$ cat src/rtl/exec_pkg.sv
// Shared definitions for the execute/writeback sequencer: widths, opcodes,
// instruction field positions, FSM states and opcode class helpers.
package exec_pkg;

  localparam int unsigned DATA_W  = 8;
  localparam int unsigned ADDR_W  = 3;
  localparam int unsigned INSTR_W = 16;
  localparam int unsigned OP_W    = 4;

  localparam logic [OP_W-1:0] OP_NOP = 4'd0;
  localparam logic [OP_W-1:0] OP_ADD = 4'd1;
  localparam logic [OP_W-1:0] OP_SUB = 4'd2;
  localparam logic [OP_W-1:0] OP_AND = 4'd3;
  localparam logic [OP_W-1:0] OP_OR  = 4'd4;
  localparam logic [OP_W-1:0] OP_XOR = 4'd5;
  localparam logic [OP_W-1:0] OP_SHL = 4'd6;
  localparam logic [OP_W-1:0] OP_SHR = 4'd7;
  localparam logic [OP_W-1:0] OP_LDI = 4'd8;
  localparam logic [OP_W-1:0] OP_MOV = 4'd9;

  localparam int unsigned OP_MSB   = 15;
  localparam int unsigned OP_LSB   = 12;
  localparam int unsigned DST_MSB  = 11;
  localparam int unsigned DST_LSB  = 9;
  localparam int unsigned SRC1_MSB = 8;
  localparam int unsigned SRC1_LSB = 6;
  localparam int unsigned SRC2_MSB = 5;
  localparam int unsigned SRC2_LSB = 3;
  localparam int unsigned IMM_MSB  = 7;
  localparam int unsigned IMM_LSB  = 0;

  typedef enum logic [1:0] {
    ST_IDLE,
    ST_READ,
    ST_EXEC,
    ST_WRITE
  } state_t;

  // Ops that read src1 from the register file (everything that goes through READ).
  function automatic logic is_reg_op(input logic [OP_W-1:0] op);
    return (op inside {[OP_ADD:OP_SHR], OP_MOV});
  endfunction

  function automatic logic uses_src2(input logic [OP_W-1:0] op);
    return (op inside {[OP_ADD:OP_XOR]});
  endfunction

  function automatic logic sets_flags(input logic [OP_W-1:0] op);
    return (op inside {[OP_ADD:OP_SHR]});
  endfunction

  function automatic logic is_illegal(input logic [OP_W-1:0] op);
    return (op > OP_MOV);
  endfunction

endpackage

$ cat src/rtl/alu_core.sv
// Combinational ALU: result plus carry/borrow and zero for one opcode.
// MOV passes operand a through; ops without an ALU function yield zero.
module alu_core
  import exec_pkg::*;
#(
  parameter int unsigned DATA_W = exec_pkg::DATA_W
) (
  input  logic [OP_W-1:0]   op,
  input  logic [DATA_W-1:0] a,
  input  logic [DATA_W-1:0] b,
  output logic [DATA_W-1:0] result,
  output logic              c,
  output logic              z
);

  logic [DATA_W:0] wide;

  always_comb begin
    wide   = '0;
    result = '0;
    c      = 1'b0;
    case (op)
      OP_ADD: begin
        wide   = {1'b0, a} + {1'b0, b};
        result = wide[DATA_W-1:0];
        c      = wide[DATA_W];
      end
      OP_SUB: begin
        // Top bit of the widened difference is the unsigned borrow.
        wide   = {1'b0, a} - {1'b0, b};
        result = wide[DATA_W-1:0];
        c      = wide[DATA_W];
      end
      OP_AND: result = a & b;
      OP_OR:  result = a | b;
      OP_XOR: result = a ^ b;
      OP_SHL: begin
        result = {a[DATA_W-2:0], 1'b0};
        c      = a[DATA_W-1];
      end
      OP_SHR: begin
        result = {1'b0, a[DATA_W-1:1]};
        c      = a[0];
      end
      OP_MOV: result = a;
      default: begin
        result = '0;
        c      = 1'b0;
      end
    endcase
    z = (result == '0);
  end

endmodule

$ cat src/rtl/alu_exec_unit.sv
// Execute/writeback sequencer around an 8x8 register file: accepts one
// instruction per handshake, reads operands, runs the ALU and writes back.
module alu_exec_unit
  import exec_pkg::*;
#(
  parameter int unsigned DATA_W = exec_pkg::DATA_W,
  parameter int unsigned ADDR_W = exec_pkg::ADDR_W
) (
  input  logic                clk,
  input  logic                rst_n,
  input  logic [INSTR_W-1:0]  instr,
  input  logic                instr_valid,
  output logic                instr_ready,
  output logic [ADDR_W-1:0]   rd_addr1,
  output logic [ADDR_W-1:0]   rd_addr2,
  output logic                rd_en1,
  output logic                rd_en2,
  input  logic [DATA_W-1:0]   rd_data1,
  input  logic [DATA_W-1:0]   rd_data2,
  output logic [ADDR_W-1:0]   wr_addr,
  output logic [DATA_W-1:0]   wr_data,
  output logic                wr_en,
  output logic                busy,
  output logic                done,
  output logic                flag_z,
  output logic                flag_c,
  output logic                illegal_op
);

  state_t              state;
  logic [OP_W-1:0]     op_q;
  logic [ADDR_W-1:0]   dst_q;
  logic [ADDR_W-1:0]   src1_q;
  logic [ADDR_W-1:0]   src2_q;
  logic [DATA_W-1:0]   result_q;

  logic [OP_W-1:0]     in_op;
  logic [ADDR_W-1:0]   in_dst;
  logic [ADDR_W-1:0]   in_src1;
  logic [ADDR_W-1:0]   in_src2;
  logic [DATA_W-1:0]   in_imm;

  logic [DATA_W-1:0]   alu_result;
  logic                alu_c;
  logic                alu_z;

  assign in_op   = instr[OP_MSB:OP_LSB];
  assign in_dst  = instr[DST_MSB:DST_LSB];
  assign in_src1 = instr[SRC1_MSB:SRC1_LSB];
  assign in_src2 = instr[SRC2_MSB:SRC2_LSB];
  assign in_imm  = instr[IMM_MSB:IMM_LSB];

  alu_core #(
    .DATA_W (DATA_W)
  ) u_alu (
    .op     (op_q),
    .a      (rd_data1),
    .b      (rd_data2),
    .result (alu_result),
    .c      (alu_c),
    .z      (alu_z)
  );

  always_ff @(posedge clk or negedge rst_n) begin
    if (!rst_n) begin
      state      <= ST_IDLE;
      op_q       <= OP_NOP;
      dst_q      <= '0;
      src1_q     <= '0;
      src2_q     <= '0;
      result_q   <= '0;
      flag_z     <= 1'b0;
      flag_c     <= 1'b0;
      illegal_op <= 1'b0;
    end else begin
      case (state)
        ST_IDLE: begin
          if (instr_valid) begin
            op_q   <= in_op;
            dst_q  <= in_dst;
            src1_q <= in_src1;
            src2_q <= in_src2;
            if (is_illegal(in_op)) begin
              illegal_op <= 1'b1;
            end
            if (in_op == OP_LDI) begin
              result_q <= in_imm;
              state    <= ST_WRITE;
            end else if (is_reg_op(in_op)) begin
              state <= ST_READ;
            end
          end
        end
        ST_READ: begin
          state <= ST_EXEC;
        end
        ST_EXEC: begin
          // Operands returned by the register file are valid only in this cycle.
          result_q <= alu_result;
          if (sets_flags(op_q)) begin
            flag_z <= alu_z;
            flag_c <= alu_c;
          end
          state <= ST_WRITE;
        end
        ST_WRITE: begin
          state <= ST_IDLE;
        end
        default: begin
          state <= ST_IDLE;
        end
      endcase
    end
  end

  // Port-side controls decode only registered state, so they hold steady
  // across the negedge where the register file commits.
  always_comb begin
    instr_ready = (state == ST_IDLE);
    busy        = (state != ST_IDLE);
    rd_en1      = (state == ST_READ) && is_reg_op(op_q);
    rd_en2      = (state == ST_READ) && uses_src2(op_q);
    rd_addr1    = (state == ST_READ) ? src1_q : '0;
    rd_addr2    = (state == ST_READ) ? src2_q : '0;
    wr_en       = (state == ST_WRITE);
    done        = (state == ST_WRITE);
    wr_addr     = (state == ST_WRITE) ? dst_q : '0;
    wr_data     = (state == ST_WRITE) ? result_q : '0;
  end

endmodule

$ cat config.mk
export PLATFORM = sky130hd
export DESIGN_NAME = alu_exec_unit
export DESIGN_NICKNAME = d
export VERILOG_FILES = /design/src/rtl/exec_pkg.sv /design/src/rtl/alu_core.sv /design/src/rtl/alu_exec_unit.sv
export SDC_FILE = /design/constraint.sdc
export NUM_CORES = 1
export LEC_CHECK = 0
export ABC_AREA = 1
export ABC_CLOCK_PERIOD_IN_PS = 1900
export BUFFER_PORTS_ARGS = -buffer_cell sky130_fd_sc_hd__buf_2
export CAP_MARGIN = 25
export CORE_ASPECT_RATIO = 1.2
export CORE_MARGIN = 3
export CORE_UTILIZATION = 56
export DETAILED_ROUTE_END_ITERATION = 8
export PLACE_DENSITY_LB_ADDON = 0.15
export SLEW_MARGIN = 5
export SYNTH_ARGS = -nofsm -noshare
export SYNTH_HDL_FRONTEND = slang
export SYNTH_SLANG_ARGS = --single-unit
$ cat constraint.sdc
create_clock -name clk -period 1.9 [get_ports clk]
set_input_delay 0.095 -clock clk [delete_from_list [all_inputs] [get_ports clk]]
set_output_delay 0.095 -clock clk [all_outputs]
set_load 0.05 [all_outputs]
Yosys cells after proc, flatten, opt, wreduce, memory -nomap -nowiden
Index checks and enable logic that the tools add are counted.
{ "word_totals": {"latchBits": 0, "out_inout_bits": 26, "romBits": 0, "ramBits": 0, "input_bits": 35, "regBits": 26, "n_memories": 0} }
{ "classes": {"order_cmp": 6, "bitwise_logic": 3, "muxes": 13, "n_reduce_logical": 16, "shifts": 0, "mul": 0, "addsub": 2, "eq_ne": 16, "div_mod_pow": 0} }
{ "ops": {"columns": ["cell", "n"], "rows": [
  ["one-hot mux 8 bit (8 select lines)", 1],
  ["2-to-1 mux 8 bit", 3],
  ["equality test 4 x 3 -> 1 bit (second input constant)", 4],
  ["one-hot mux 8 bit (2 select lines)", 1],
  ["equality test 4 bit (second input constant)", 3],
  ["<= comparator 4 x 3 -> 1 bit (second input constant)", 3],
  ["adder 8 x 8 -> 9 bit", 1],
  ["2-to-1 mux 3 bit", 3],
  ["subtractor 8 x 8 -> 9 bit", 1],
  ["bitwise AND 8 bit", 1],
  ["equality test 4 x 2 -> 1 bit (second input constant)", 2],
  [">= comparator 4 x 1 -> 1 bit (second input constant)", 2],
  ["logical NOT 8 bit", 1],
  ["bitwise OR 8 bit", 1],
  ["one-hot mux 2 bit (4 select lines)", 1],
  ["nonzero test 2 bit", 4],
  ["bitwise XOR 8 bit", 1],
  ["2-to-1 mux 2 bit", 3],
  ["AND reduction 2 bit", 3],
  ["AND reduction 3 bit", 2],
  ["logical AND 1 bit", 5],
  ["equality test 2 bit (second input constant)", 2],
  ["equality test 4 x 1 -> 1 bit (second input constant)", 1],
  ["greater-than comparator 4 bit (second input constant)", 1],
  ["6 further kinds", 6]
]} }

Depth between registers and ports, before layout
{ "depth": {"depth_word": 7, "ltp_mapped": 16, "mapped_depth_nobuf": 16} }

By module
From an unflattened synthesis, not the netlist that was laid out.
{ "hier_totals": {"cells_unflattened": 439, "hier_area_um2": 2949.1} }
{ "modules_own_cells": {"columns": ["mod", "n_inst", "cells_per_inst", "seq_area_each_um2", "area_per_inst_um2"], "rows": [
  ["alu_core", 1, 260, 0.0, 1491.4],
  ["alu_exec_unit", 1, 179, 650.6, 1457.6]
]} }

Least setup slack after synthesis
Ideal clock, no wire load.
{ "synth_path": {"path_type": "reg2reg", "from": "register state[0]", "to": "register result_q[7]", "synth_period_minus_slack_ns": 2.192, "stages_incl_launch_ff": 12, "t_required_ns": 1.784, "t_arrival_ns": 2.075, "path_slack_ns": -0.292, "path_cell_list": "dfrtp_1 -> inv_1 -> ha_1 -> inv_1 -> nor2_1 -> inv_1 -> nand2_1 -> nor2_4 -> inv_2 -> a21oi_1 -> nand2_1 -> nand2_1"} }
{ "synth_between": {"elab_chain_len": 3, "elab_cells_between_ends": 7, "cone_classes": "3 x eq/ne; 1 x mux; 3 x reduce/logical"} }
{ "synth_lines": {"columns": ["element", "line", "source"], "rows": [
  ["start: declaration", "alu_exec_unit.sv:30", "state_t state;"],
  ["start signal: assignment", "alu_exec_unit.sv:66", "state <= ST_IDLE;"],
  ["start signal: assignment", "alu_exec_unit.sv:88", "state <= ST_WRITE;"],
  ["start signal: assignment", "alu_exec_unit.sv:90", "state <= ST_READ;"],
  ["logical NOT 2 bit *", null, null],
  ["net instr_ready", "alu_exec_unit.sv:13", "output logic instr_ready,"],
  ["inequality test 2 x 1 -> 1 bit (no line) (tied with other cells)", null, null],
  ["AND reduction 3 bit (no line)", null, null],
  ["end signal: assignment", "alu_exec_unit.sv:87", "result_q <= in_imm;"],
  ["end signal: assignment", "alu_exec_unit.sv:99", "result_q <= alu_result;"],
  ["end: declaration", "alu_exec_unit.sv:35", "logic [DATA_W-1:0] result_q;"]
]} }
Mark *: on every way through the listed nets, which the timed path passes. The rest lies on a longest branch.
A chain may end at the register's enable or synchronous reset.

Final worst setup path
{ "layout_path": {"from": "register op_q[2]", "to": "output port rd_en2"} }
{ "layout_between": {"elab_chain_len": 3, "elab_cells_between_ends": 4, "cone_classes": "2 x order compare; 2 x reduce/logical"} }
{ "layout_lines": {"columns": ["element", "line", "source"], "rows": [
  ["start: declaration", "alu_exec_unit.sv:31", "logic [OP_W-1:0] op_q;"],
  ["start signal: assignment", "alu_exec_unit.sv:79", "op_q <= in_op;"],
  [">= comparator 4 x 1 -> 1 bit / <= comparator 4 x 3 -> 1 bit (equally long branches)", "exec_pkg.sv:45", "return (op inside {[OP_ADD:OP_XOR]});"],
  ["logical AND 1 bit *", "exec_pkg.sv:45", null],
  ["logical AND 1 bit *", "alu_exec_unit.sv:122", "rd_en2 = (state == ST_READ) && uses_src2(op_q);"],
  ["end: declaration", "alu_exec_unit.sv:17", "output logic rd_en2,"]
]} }
Every way passes the cells marked *; elsewhere a longest branch is shown, timed or not.

==> reports/results.tsv <==
metric	value	unit
status	finished clean	
cp.arrival	1.69	ns
route.met3.wl	429	um
slew-limit-headroom	61.1	%
r2r_slack	0.18	ns
end_kind	primary output	
dr.pass1.iters	4	
peakVddDrop	0.505	mV
crit_required	1.80	ns
synth_top_area_share	23.4	%
wl	7590	um
rows	27	
setup_viol	0	
clock-sinks	26	
postCtsSetupBuffers	0	
route.antenna.remaining_nets	0	
crit_path_top_delay_cell	dfrtp_1	
ctsRootBufferMaster	clkbuf_8	
avgRoutedWirePerCell	12.6	um
viasPerCell	5.11	
synth_area_per_cell	6.04	sq um
synth_largest_area_cell	dfrtp_1	
grt_pass1_vias	2904	
final_cells	601	
synth.most_common_cell	nand2_1	
grt_usage	26.8	%
comb_power_share	69.5	%
syn_inst	461	
seq_area_frac_synth	23.4	%
slew_viol_final	0	
crit_top_cell	inv_1	
final_util	72.6	%
hp-class	input port to flop	
worst_pin_slew	0.583	ns
sw_frac_of_total	56.6	%
drc	0	
start_util	59.3	%
power_density	1330	mW/mm^2
max_freq	560	MHz
synth_seq_cells	26	
power	4.52	mW
setup.worst_path.class	flop to primary output	
overflow	0	
holdPathStages	3	
r2r_cells	9	
vias	3069	
hold_ws	0.0147	ns
netlist_area	0.00279	sq mm
synth_common_cells	nand2_1 (165), inv_1 (81), nor2_1 (48)	
crit_fanout	5	
drt_iter0_drc	244	
synth_cell_types	30	
r2r_end	flag_z	
htreeDepth	1	
ios	61	
startpoint_type	flop	
cpPeakStageDelay	0.51	ns
port_buffers	60	
dieArea	0.00586	sq mm
place_ws	-0.0333	ns
gp_congestion	1.01	
synth_warnings	0	
critical_path.cell_chain	inv_1 > a21oi_1 > inv_1 > a211oi_2 > buf_2	
cts_made_buffers	3	
r2r-start	op_q[2]	
worst_slack	0.113	ns
wl_met2	3830	um
die_x	70.4	um
syn_nets	527	
worstSkewPairLatency	0.28	ns
grt_pass1_wl	13000	um
cts_buffer_depth	2	
leakagePower	2.09	nW
synth-edff-count	0	
diodes	0	
internal_power	1.96	mW
p_seq_share	22.5	%
topRoutingLayerUsed	met4	
cap_violations	0	
cts_tree	built	
min_from	instr[9]	
syn2layout_area_growth	22.3	%
fin_nets	610	
clk_pin_slew	0.09	ns
drive_above_1_share	19.5	%
synth_area_leaders	dfrtp_1 (23%), nand2_1 (22%), ha_1 (13%)	
grt_max_degree	27	
async_flop_share	100	%
p_sw	2.56	mW
fin_crit	1.79	ns
ys.flop_type	dfrtp_1	
m1WireLength	3080	um
hold_end	dst_q[0]	
core	0.00470	sq mm
dp.cells	596	
hold_violations	0	
final.period_utilization	94.0	%
dieHeight	83.3	um
grt_antenna_before_repair	0	
power_frac_clock	8.1	%
worst_clock_skew	0.00843	ns
dpl.hpwl	6230	um
## cells in the final DEF, fill, tap and decap left out
cell type	synthesis	layout
o21ai_0	19	19
nor3b_1	1	1
nor2_4	1	4
and2_1	2	2
or2_2	2	2
dfrtp_2	0	1
nand2_4	2	2
clkbuf_8	0	4
inv_1	81	80
o211ai_1	6	6
ha_4	0	1
xnor2_1	2	2
a21oi_1	14	14
nand3b_1	2	2
o21ai_1	2	2
nand4_1	2	2
o21bai_1	1	1
buf_4	2	25
nor2_2	5	2
o221ai_1	1	1
o22ai_1	2	2
nor3_1	3	3
nand3_2	1	1
nand2_1	165	165
a211oi_2	0	1
buf_2	3	60
ha_1	29	28
nor2_1	48	48
dlygate4sd3_1	0	1
inv_2	2	2
nand3_1	31	31
clkinvlp_4	0	1
dfrtp_1	26	25
fa_1	2	2
## power groups by stage
stage | Sequential, mW | Combinational, mW | Clock (mW)
after floorplan | 1.02 | 2.24 | 0
after global placement | 1.01 | 3.03 | 0
after detailed placement | 1.02 | 3.09 | 0
after CTS | 1.01 | 3.11 | 0.363
after global routing | 1.05 | 3.50 | 0.397
final | 1.02 | 3.14 | 0.364
## cell type report
cell class | count | area, sq um
clock buffer | 4 | 55.1
fill | 444 | 1290
inverter | 83 | 315
multi-input combinational | 344 | 1810
sequential | 26 | 652
tap | 58 | 72.6
timing repair buffer | 86 | 498
## worst max-delay path by stage
stage / startpoint / endpoint / slack, ns
2_1_floorplan: state[0] / result_q[7] / 0.04
3_3_place_gp: rd_data1[0] / flag_z / 0.03
3_5_place_dp: rd_data1[0] / flag_z / -0.03
4_1_cts: op_q[2] / rd_en2 / 0.12
5_1_grt: op_q[0] / flag_z / -0.004
6_report: op_q[2] / rd_en2 / 0.11
## cells by family after synthesis
family | Yosys count | share of synthesized area (%)
compound gates | 46 | 9.21
xor+xnor | 2 | 0.629
fa+ha+maj | 31 | 14.5
buf+inv | 91 | 12.7
flops | 26 | 23.4
simple gates | 265 | 39.7
## stage by stage
stage,instance area [sq um],setup TNS (ns)
after floorplan,2810,0
after global placement,3330,0
after detailed placement,3330,-0.0333
after CTS,3390,0
after global routing,3410,-0.00395
final,3410,0
## metal layers
metal / vias to the layer above / track usage [%]
met5: - / 0
met4: 0 / 13.4
met3: 22 / 2.54
met2: 124 / 46.7
met1: 1350 / 32.4
li1: 1573 / -
## sequential cells by signal, indices dropped and copies added (netlist names)
signal and count:
state 2, illegal_op 1, result_q 8, dst_q 3, src2_q 3, src1_q 3
op_q 4, flag_z 1, flag_c 1
## worst max-delay path: cells and delay by family, from the launching register on
family	cells	cell delay, ns
DFF	1	0.51
buffers and inverters	3	0.53
AOI/OAI and AO/OA	2	0.36
## what timing repair did
action	4_1_cts	5_1_grt
gates resized for setup	0	4
hold buffers	1	0
endpoints found under the setup margin	0	2
hold endpoints to repair	26	0
Note: power is estimated with default switching activity, not from simulation.
